## config.mk

```make
export PLATFORM = sky130hd
export DESIGN_NAME = sram_d_arbiter
export DESIGN_NICKNAME = d
export VERILOG_FILES = /design/src/rtl/sram_arb_pkg.sv /design/src/rtl/rr_pick.sv /design/src/rtl/sram_d_arbiter.sv
export SDC_FILE = /design/constraint.sdc
export NUM_CORES = 1
export LEC_CHECK = 0
export CAP_MARGIN = 20
export CORE_AREA = 10 10 152 154
export CTS_CLUSTER_SIZE = 28
export DETAILED_ROUTE_END_ITERATION = 6
export DIE_AREA = 0 0 162 164
export PLACE_DENSITY = 0.51
export SKIP_CTS_REPAIR_TIMING = 1
export SLEW_MARGIN = 20
export SYNTH_ARGS = -nofsm -noshare
export SYNTH_HDL_FRONTEND = slang
export SYNTH_HIERARCHICAL = 1
export SYNTH_SLANG_ARGS = --single-unit
```

## constraint.sdc

```tcl
create_clock -name clk_i -period 2.6 [get_ports clk_i]
set_clock_uncertainty 0.2 [all_clocks]
set_input_delay 0.52 -clock clk_i [delete_from_list [all_inputs] [get_ports clk_i]]
set_output_delay 0.52 -clock clk_i [all_outputs]
set_load 0.01 [all_outputs]
```

## src/rtl/sram_arb_pkg.sv

```systemverilog
// Shared types for the SRAM data-port arbiter: OBI request/response bundles and the master-count ceiling.
package sram_arb_pkg;

  localparam int NUM_REQ_MAX = 8;

  typedef struct packed {
    logic [31:0] addr;
    logic        we;
    logic [3:0]  be;
    logic [31:0] wdata;
  } obi_req_t;

  typedef struct packed {
    logic        rvalid;
    logic [31:0] rdata;
    logic        err;
  } obi_rsp_t;

endpackage

```

## src/rtl/rr_pick.sv

```systemverilog
// Round-robin pick: first set bit of req_i scanning from ptr_i upward with wrap; purely combinational.
// Zero latency, no state, no backpressure; outputs are all-zero when nothing requests.
module rr_pick #(
  parameter int N     = 2,
  parameter int IDX_W = $clog2(N)
) (
  input  logic [N-1:0]     req_i,
  input  logic [IDX_W-1:0] ptr_i,
  output logic [N-1:0]     win_oh_o,
  output logic [IDX_W-1:0] win_idx_o,
  output logic             win_vld_o
);

  int               w_pos;
  logic [IDX_W-1:0] w_idx;

  always_comb begin
    win_oh_o  = '0;
    win_idx_o = '0;
    win_vld_o = 1'b0;
    w_pos     = 0;
    w_idx     = '0;
    for (int i = 0; i < N; i++) begin
      w_pos = int'(ptr_i) + i;
      if (w_pos >= N) w_pos = w_pos - N;
      w_idx = IDX_W'(w_pos);
      if (!win_vld_o && req_i[w_idx]) begin
        win_vld_o        = 1'b1;
        win_oh_o[w_idx]  = 1'b1;
        win_idx_o        = w_idx;
      end
    end
  end

endmodule

```

## src/rtl/sram_d_arbiter.sv

```systemverilog
// Round-robin share of the SRAM data OBI port among NUM_REQ masters; response 1 cycle after transfer, routed to owner.
// Backpressure: s_gnt_i low stalls every master (no gnt, pointer held). SRAM_ARB_PERF_EN adds grant/conflict counters.
module sram_d_arbiter
  import sram_arb_pkg::*;
#(
  parameter int NUM_REQ = 2,
  parameter int IDX_W   = $clog2(NUM_REQ),
  parameter int CNT_W   = 32
) (
  input  logic                     clk_i,
  input  logic                     rst_ni,
  input  logic [NUM_REQ-1:0]       m_req_i,
  output logic [NUM_REQ-1:0]       m_gnt_o,
  input  logic [NUM_REQ*32-1:0]    m_addr_i,
  input  logic [NUM_REQ-1:0]       m_we_i,
  input  logic [NUM_REQ*4-1:0]     m_be_i,
  input  logic [NUM_REQ*32-1:0]    m_wdata_i,
  output logic [NUM_REQ-1:0]       m_rvalid_o,
  output logic [NUM_REQ*32-1:0]    m_rdata_o,
  output logic [NUM_REQ-1:0]       m_err_o,
  output logic                     s_req_o,
  input  logic                     s_gnt_i,
  output logic [31:0]              s_addr_o,
  output logic                     s_we_o,
  output logic [3:0]               s_be_o,
  output logic [31:0]              s_wdata_o,
  input  logic                     s_rvalid_i,
  input  logic [31:0]              s_rdata_i,
  input  logic                     s_illegal_i,
  output logic [NUM_REQ*CNT_W-1:0] perf_grant_o,
  output logic [CNT_W-1:0]         perf_conflict_o
);

  obi_req_t         w_mreq [NUM_REQ];
  obi_req_t         w_sel;
  obi_rsp_t         w_rsp;
  logic [NUM_REQ-1:0] w_win_oh;
  logic [IDX_W-1:0] w_win_idx;
  logic             w_win_vld;
  logic             w_xfer;
  logic [IDX_W-1:0] w_rr_nxt;

  logic [IDX_W-1:0] r_rr;
  logic [IDX_W-1:0] r_owner;
  logic             r_owner_vld;
  logic             r_err;

  for (genvar k = 0; k < NUM_REQ; k++) begin : g_unpack
    assign w_mreq[k] = '{addr:  m_addr_i[k*32 +: 32],
                         we:    m_we_i[k],
                         be:    m_be_i[k*4 +: 4],
                         wdata: m_wdata_i[k*32 +: 32]};
  end

  rr_pick #(
    .N     (NUM_REQ),
    .IDX_W (IDX_W)
  ) u_pick (
    .req_i     (m_req_i),
    .ptr_i     (r_rr),
    .win_oh_o  (w_win_oh),
    .win_idx_o (w_win_idx),
    .win_vld_o (w_win_vld)
  );

  // One-hot select keeps the slave fields at zero when nobody requests.
  always_comb begin
    w_sel = '0;
    for (int k = 0; k < NUM_REQ; k++) begin
      if (w_win_oh[k]) w_sel = w_mreq[k];
    end
  end

  assign s_req_o   = w_win_vld;
  assign s_addr_o  = w_sel.addr;
  assign s_we_o    = w_sel.we;
  assign s_be_o    = w_sel.be;
  assign s_wdata_o = w_sel.wdata;
  assign m_gnt_o   = w_win_oh & {NUM_REQ{s_gnt_i}};

  assign w_xfer   = s_req_o & s_gnt_i;
  assign w_rr_nxt = (w_win_idx == IDX_W'(NUM_REQ - 1)) ? '0 : w_win_idx + IDX_W'(1);

  always_ff @(posedge clk_i or negedge rst_ni) begin
    if (!rst_ni) begin
      r_rr        <= '0;
      r_owner     <= '0;
      r_owner_vld <= 1'b0;
      r_err       <= 1'b0;
    end else if (w_xfer) begin
      r_rr        <= w_rr_nxt;
      r_owner     <= w_win_idx;
      r_owner_vld <= 1'b1;
      r_err       <= s_illegal_i;
    end else begin
      r_owner_vld <= 1'b0;
    end
  end

  assign w_rsp = '{rvalid: s_rvalid_i & r_owner_vld, rdata: s_rdata_i, err: r_err};

  for (genvar k = 0; k < NUM_REQ; k++) begin : g_rsp
    assign m_rvalid_o[k]         = w_rsp.rvalid & (r_owner == IDX_W'(k));
    assign m_err_o[k]            = m_rvalid_o[k] & w_rsp.err;
    assign m_rdata_o[k*32 +: 32] = w_rsp.rdata;
  end

`ifdef SRAM_ARB_PERF_EN
  logic             w_conflict;
  logic [CNT_W-1:0] r_perf_conflict;

  // x & (x-1) is non-zero exactly when two or more bits are set.
  assign w_conflict = |(m_req_i & (m_req_i - NUM_REQ'(1)));

  always_ff @(posedge clk_i or negedge rst_ni) begin
    if (!rst_ni) begin
      r_perf_conflict <= '0;
    end else if (w_conflict && (r_perf_conflict != '1)) begin
      r_perf_conflict <= r_perf_conflict + CNT_W'(1);
    end
  end
  assign perf_conflict_o = r_perf_conflict;

  for (genvar k = 0; k < NUM_REQ; k++) begin : g_perf_grant
    logic [CNT_W-1:0] r_cnt;
    always_ff @(posedge clk_i or negedge rst_ni) begin
      if (!rst_ni) begin
        r_cnt <= '0;
      end else if (w_xfer && w_win_oh[k] && (r_cnt != '1)) begin
        r_cnt <= r_cnt + CNT_W'(1);
      end
    end
    assign perf_grant_o[k*CNT_W +: CNT_W] = r_cnt;
  end
`else
  assign perf_grant_o    = '0;
  assign perf_conflict_o = '0;
`endif

endmodule

```

==> impl_metrics.env <==
export IMPL_multiInputGateArea_sq_um=1110
export IMPL_avgSynthCellArea_sq_um=7.89
export IMPL_port_buffers=220
export IMPL_slowest_delay_ns=0.21
export IMPL_outcome="finished, final reports clean"
export IMPL_worstSetupStartpointType="primary input"
export IMPL_synthToLayoutAreaGrowth_pct=97.8
export IMPL_place_gp_congestion=0.726
export IMPL_clk_path_buf_depth=2
export IMPL_crit_slowest_cell="a21boi_4"
export IMPL_critPathCaptureType="output port"
export IMPL_crit_required_ns=1.88
export IMPL_synth_area_sq_um=2140
export IMPL_hold_path_class="in -> async"
export IMPL_max_cap_viol_count=0
export IMPL_clkSlewWorstSetupHoldPaths_ns=0.03
export IMPL_vias=2211
export IMPL_grt_ovfl_total=0
export IMPL_p_leak_nw=2.65
export IMPL_boundaryPins=413
export IMPL_root_buffer="clkbuf_16"
export IMPL_p_total_mw=1.17
export IMPL_drive_gt1_share_pct=4.72
export IMPL_crit_arrival_ns=1.76
export IMPL_power_density_nw_per_um2=276
export IMPL_antenna_left=0
export IMPL_ys_types=19
export IMPL_place_ws_ns=-0.611
export IMPL_dr_pass1_iters=4
export IMPL_finalWirelength_microns=11600
export IMPL_setup_viol=0
export IMPL_fin_crit_ns=2.48
export IMPL_cts_buffers_inserted=3
export IMPL_rows=52
export IMPL_finalHoldViolCount=0
export IMPL_ys_seq_area_share_pct=4.68
export IMPL_finalWorstSetupSlack_ns=0.123
export IMPL_path_class="in -> out"
export IMPL_syn_inst=271
export IMPL_grt_usage_pct=7.26
export IMPL_rsz0062_at_grt="no"
export IMPL_fin_util_pct=21.1
export IMPL_grt_pass1_wl_microns=15400
export IMPL_die_h_microns=164
export IMPL_drt_wirelength_per_cell_microns=16.7
export IMPL_maxSlewViolCount=0
export IMPL_crit_path_max_fanout=8
export IMPL_critical_path_startpoint="m_req_i[0]"
export IMPL_max_freq_ghz=0.404
export IMPL_drt_iter0_drc=111
export IMPL_rr_startpoint="r_rr"
export IMPL_nNetsFinal=603
export IMPL_grt_pass1_vias=2449
export IMPL_num_antenna_cells=0
export IMPL_crit_chain="dlymetal6s2s_1, buf_6, a21boi_4, nor2b_4, buf_12, buf_12, a22o_1, dlymetal6s2s_1"
export IMPL_drc=0
export IMPL_yosys_register_bits=4
export IMPL_start_util_pct=10.7
export IMPL_clkSinkCount=4
export IMPL_dieArea_sq_um=26600
export IMPL_vias_per_cell=3.19
export IMPL_ys_warn_count=6
export IMPL_fp_dieW_microns=162
export IMPL_grt_max_degree=37
export IMPL_htreeDepth=1
export IMPL_clk_latency_ns=0.22
export IMPL_antenna_found_initial=0
export IMPL_dp_hpwl_microns=9900
export IMPL_irDropWorstVdd_v=0.000367
export IMPL_cts_tree="built"
export IMPL_seqCellArea_sq_um=100
export IMPL_post_route_period_util_pct=95.3
export IMPL_fillerInstances=2256
export IMPL_coreArea_sq_um=20000
[Yosys cell counts]
master	n	area [sq um]
mux2i_1	1	10.0
and3_1	1	6.26
buf_6	4	45.0
a22o_1	68	596
and2_1	3	18.8
clkbuf_1	7	26.3
or2_1	1	6.26
nor2_1	1	3.75
a21boi_1	3	22.5
nor2b_2	1	8.76
mux2_2	2	22.5
dfrtp_1	4	100
conb_1	1	3.75
inv_1	3	11.3
nand2_1	4	15.0
buf_2	4	20.0
buf_4	161	1210
o21ai_1	1	5.00
nor3b_1	1	7.51
[worst paths after layout]
kind | to | slack (ns) | cells after the start
min in group clk_i | r_err | 0.33 | 1
max reg2reg | r_owner | 1.39 | 3
max | s_we_o | 0.12 | 8
max in group asynchronous | r_owner | 1.74 | 1
min | r_owner_vld | 0.30 | 1
min reg2reg | r_err | 0.33 | 1
[cell families (layout without fill, tap and decap cells)]
group | count (synthesis) | after routing | synth area share, %
buffers and inverters | 179 | 237 | 61.4
flip-flops | 4 | 4 | 4.68
AND/OR/NAND/NOR | 12 | 12 | 3.10
other | 1 | 96 | 0.175
multiplexers | 3 | 3 | 1.52
AO/OA/AOI/OAI | 72 | 72 | 29.2
[area by class of cell]
cell class | instances | share of cell area (%)
repair buffers | 231 | 61.3
flip-flops and latches | 4 | 2.37
clock buffers | 3 | 1.78
well taps | 270 | 7.99
inverters | 3 | 0.266
multi-input cells | 183 | 26.3
[per-layer routing]
metal / global-route usage (%) / up-vias / part of all wire [%]
li1: - / 990 / -
met1: 7.22 / 984 / 34
met2: 12.2 / 195 / 48
met3: 4.21 / 42 / 14
met4: 3.18 / 0 / 3.4
met5: 0 / - / 0
[worst max-delay path: cells and delay by family]
kind            cells  cell delay, ns
buf+inv             5            0.75
compound gates      2            0.40
simple gates        1            0.09
[power breakdown]
part / internal (mW) / total, mW / switching [mW]
Sequential: 0.0711 / 0.0791 / 0.00801
Combinational: 0.499 / 0.845 / 0.346
Clock: 0.197 / 0.241 / 0.0444
[state kept, by name (all words and copies together), names as in the netlist]
| register | count |
|---|---|
| r_rr | 1 |
| r_owner_vld | 1 |
| r_err | 1 |
| r_owner | 1 |
[per-stage QoR]
| step | cells | area (sq um) | TNS (ns) | hold slack, ns |
|---|---|---|---|---|
| 2_1_floorplan | 366 | 2490 | 0 | 0.0244 |
| 3_5_place_dp | 686 | 3840 | -35.53 | 0.315 |
| 6_report | 694 | 4230 | 0 | 0.297 |
| 4_1_cts | 689 | 3920 | -37.26 | 0.298 |
| 5_1_grt | 694 | 4230 | 0 | 0.315 |
| 3_3_place_gp | 686 | 3840 | -35.46 | 0.316 |
[placed cells by master (no fill, tap or decap), drive strengths merged]
| cell | Yosys | layout |
|---|---|---|
| nor2b | 1 | 1 |
| dlymetal6s2s | 0 | 73 |
| clkdlybuf4s50 | 0 | 146 |
| conb | 1 | 96 |
| clkbuf | 7 | 4 |
| a21boi | 3 | 3 |
| or2 | 1 | 1 |
| o21ai | 1 | 1 |
| and2 | 3 | 3 |
| nand2 | 4 | 4 |
| nor3b | 1 | 1 |
| nor2 | 1 | 1 |
| inv | 3 | 3 |
| a22o | 68 | 68 |
| and3 | 1 | 1 |
| mux2 | 2 | 2 |
| mux2i | 1 | 1 |
| dfrtp | 4 | 4 |
| buf | 169 | 11 |
Note: power is estimated with default switching activity, not from simulation.
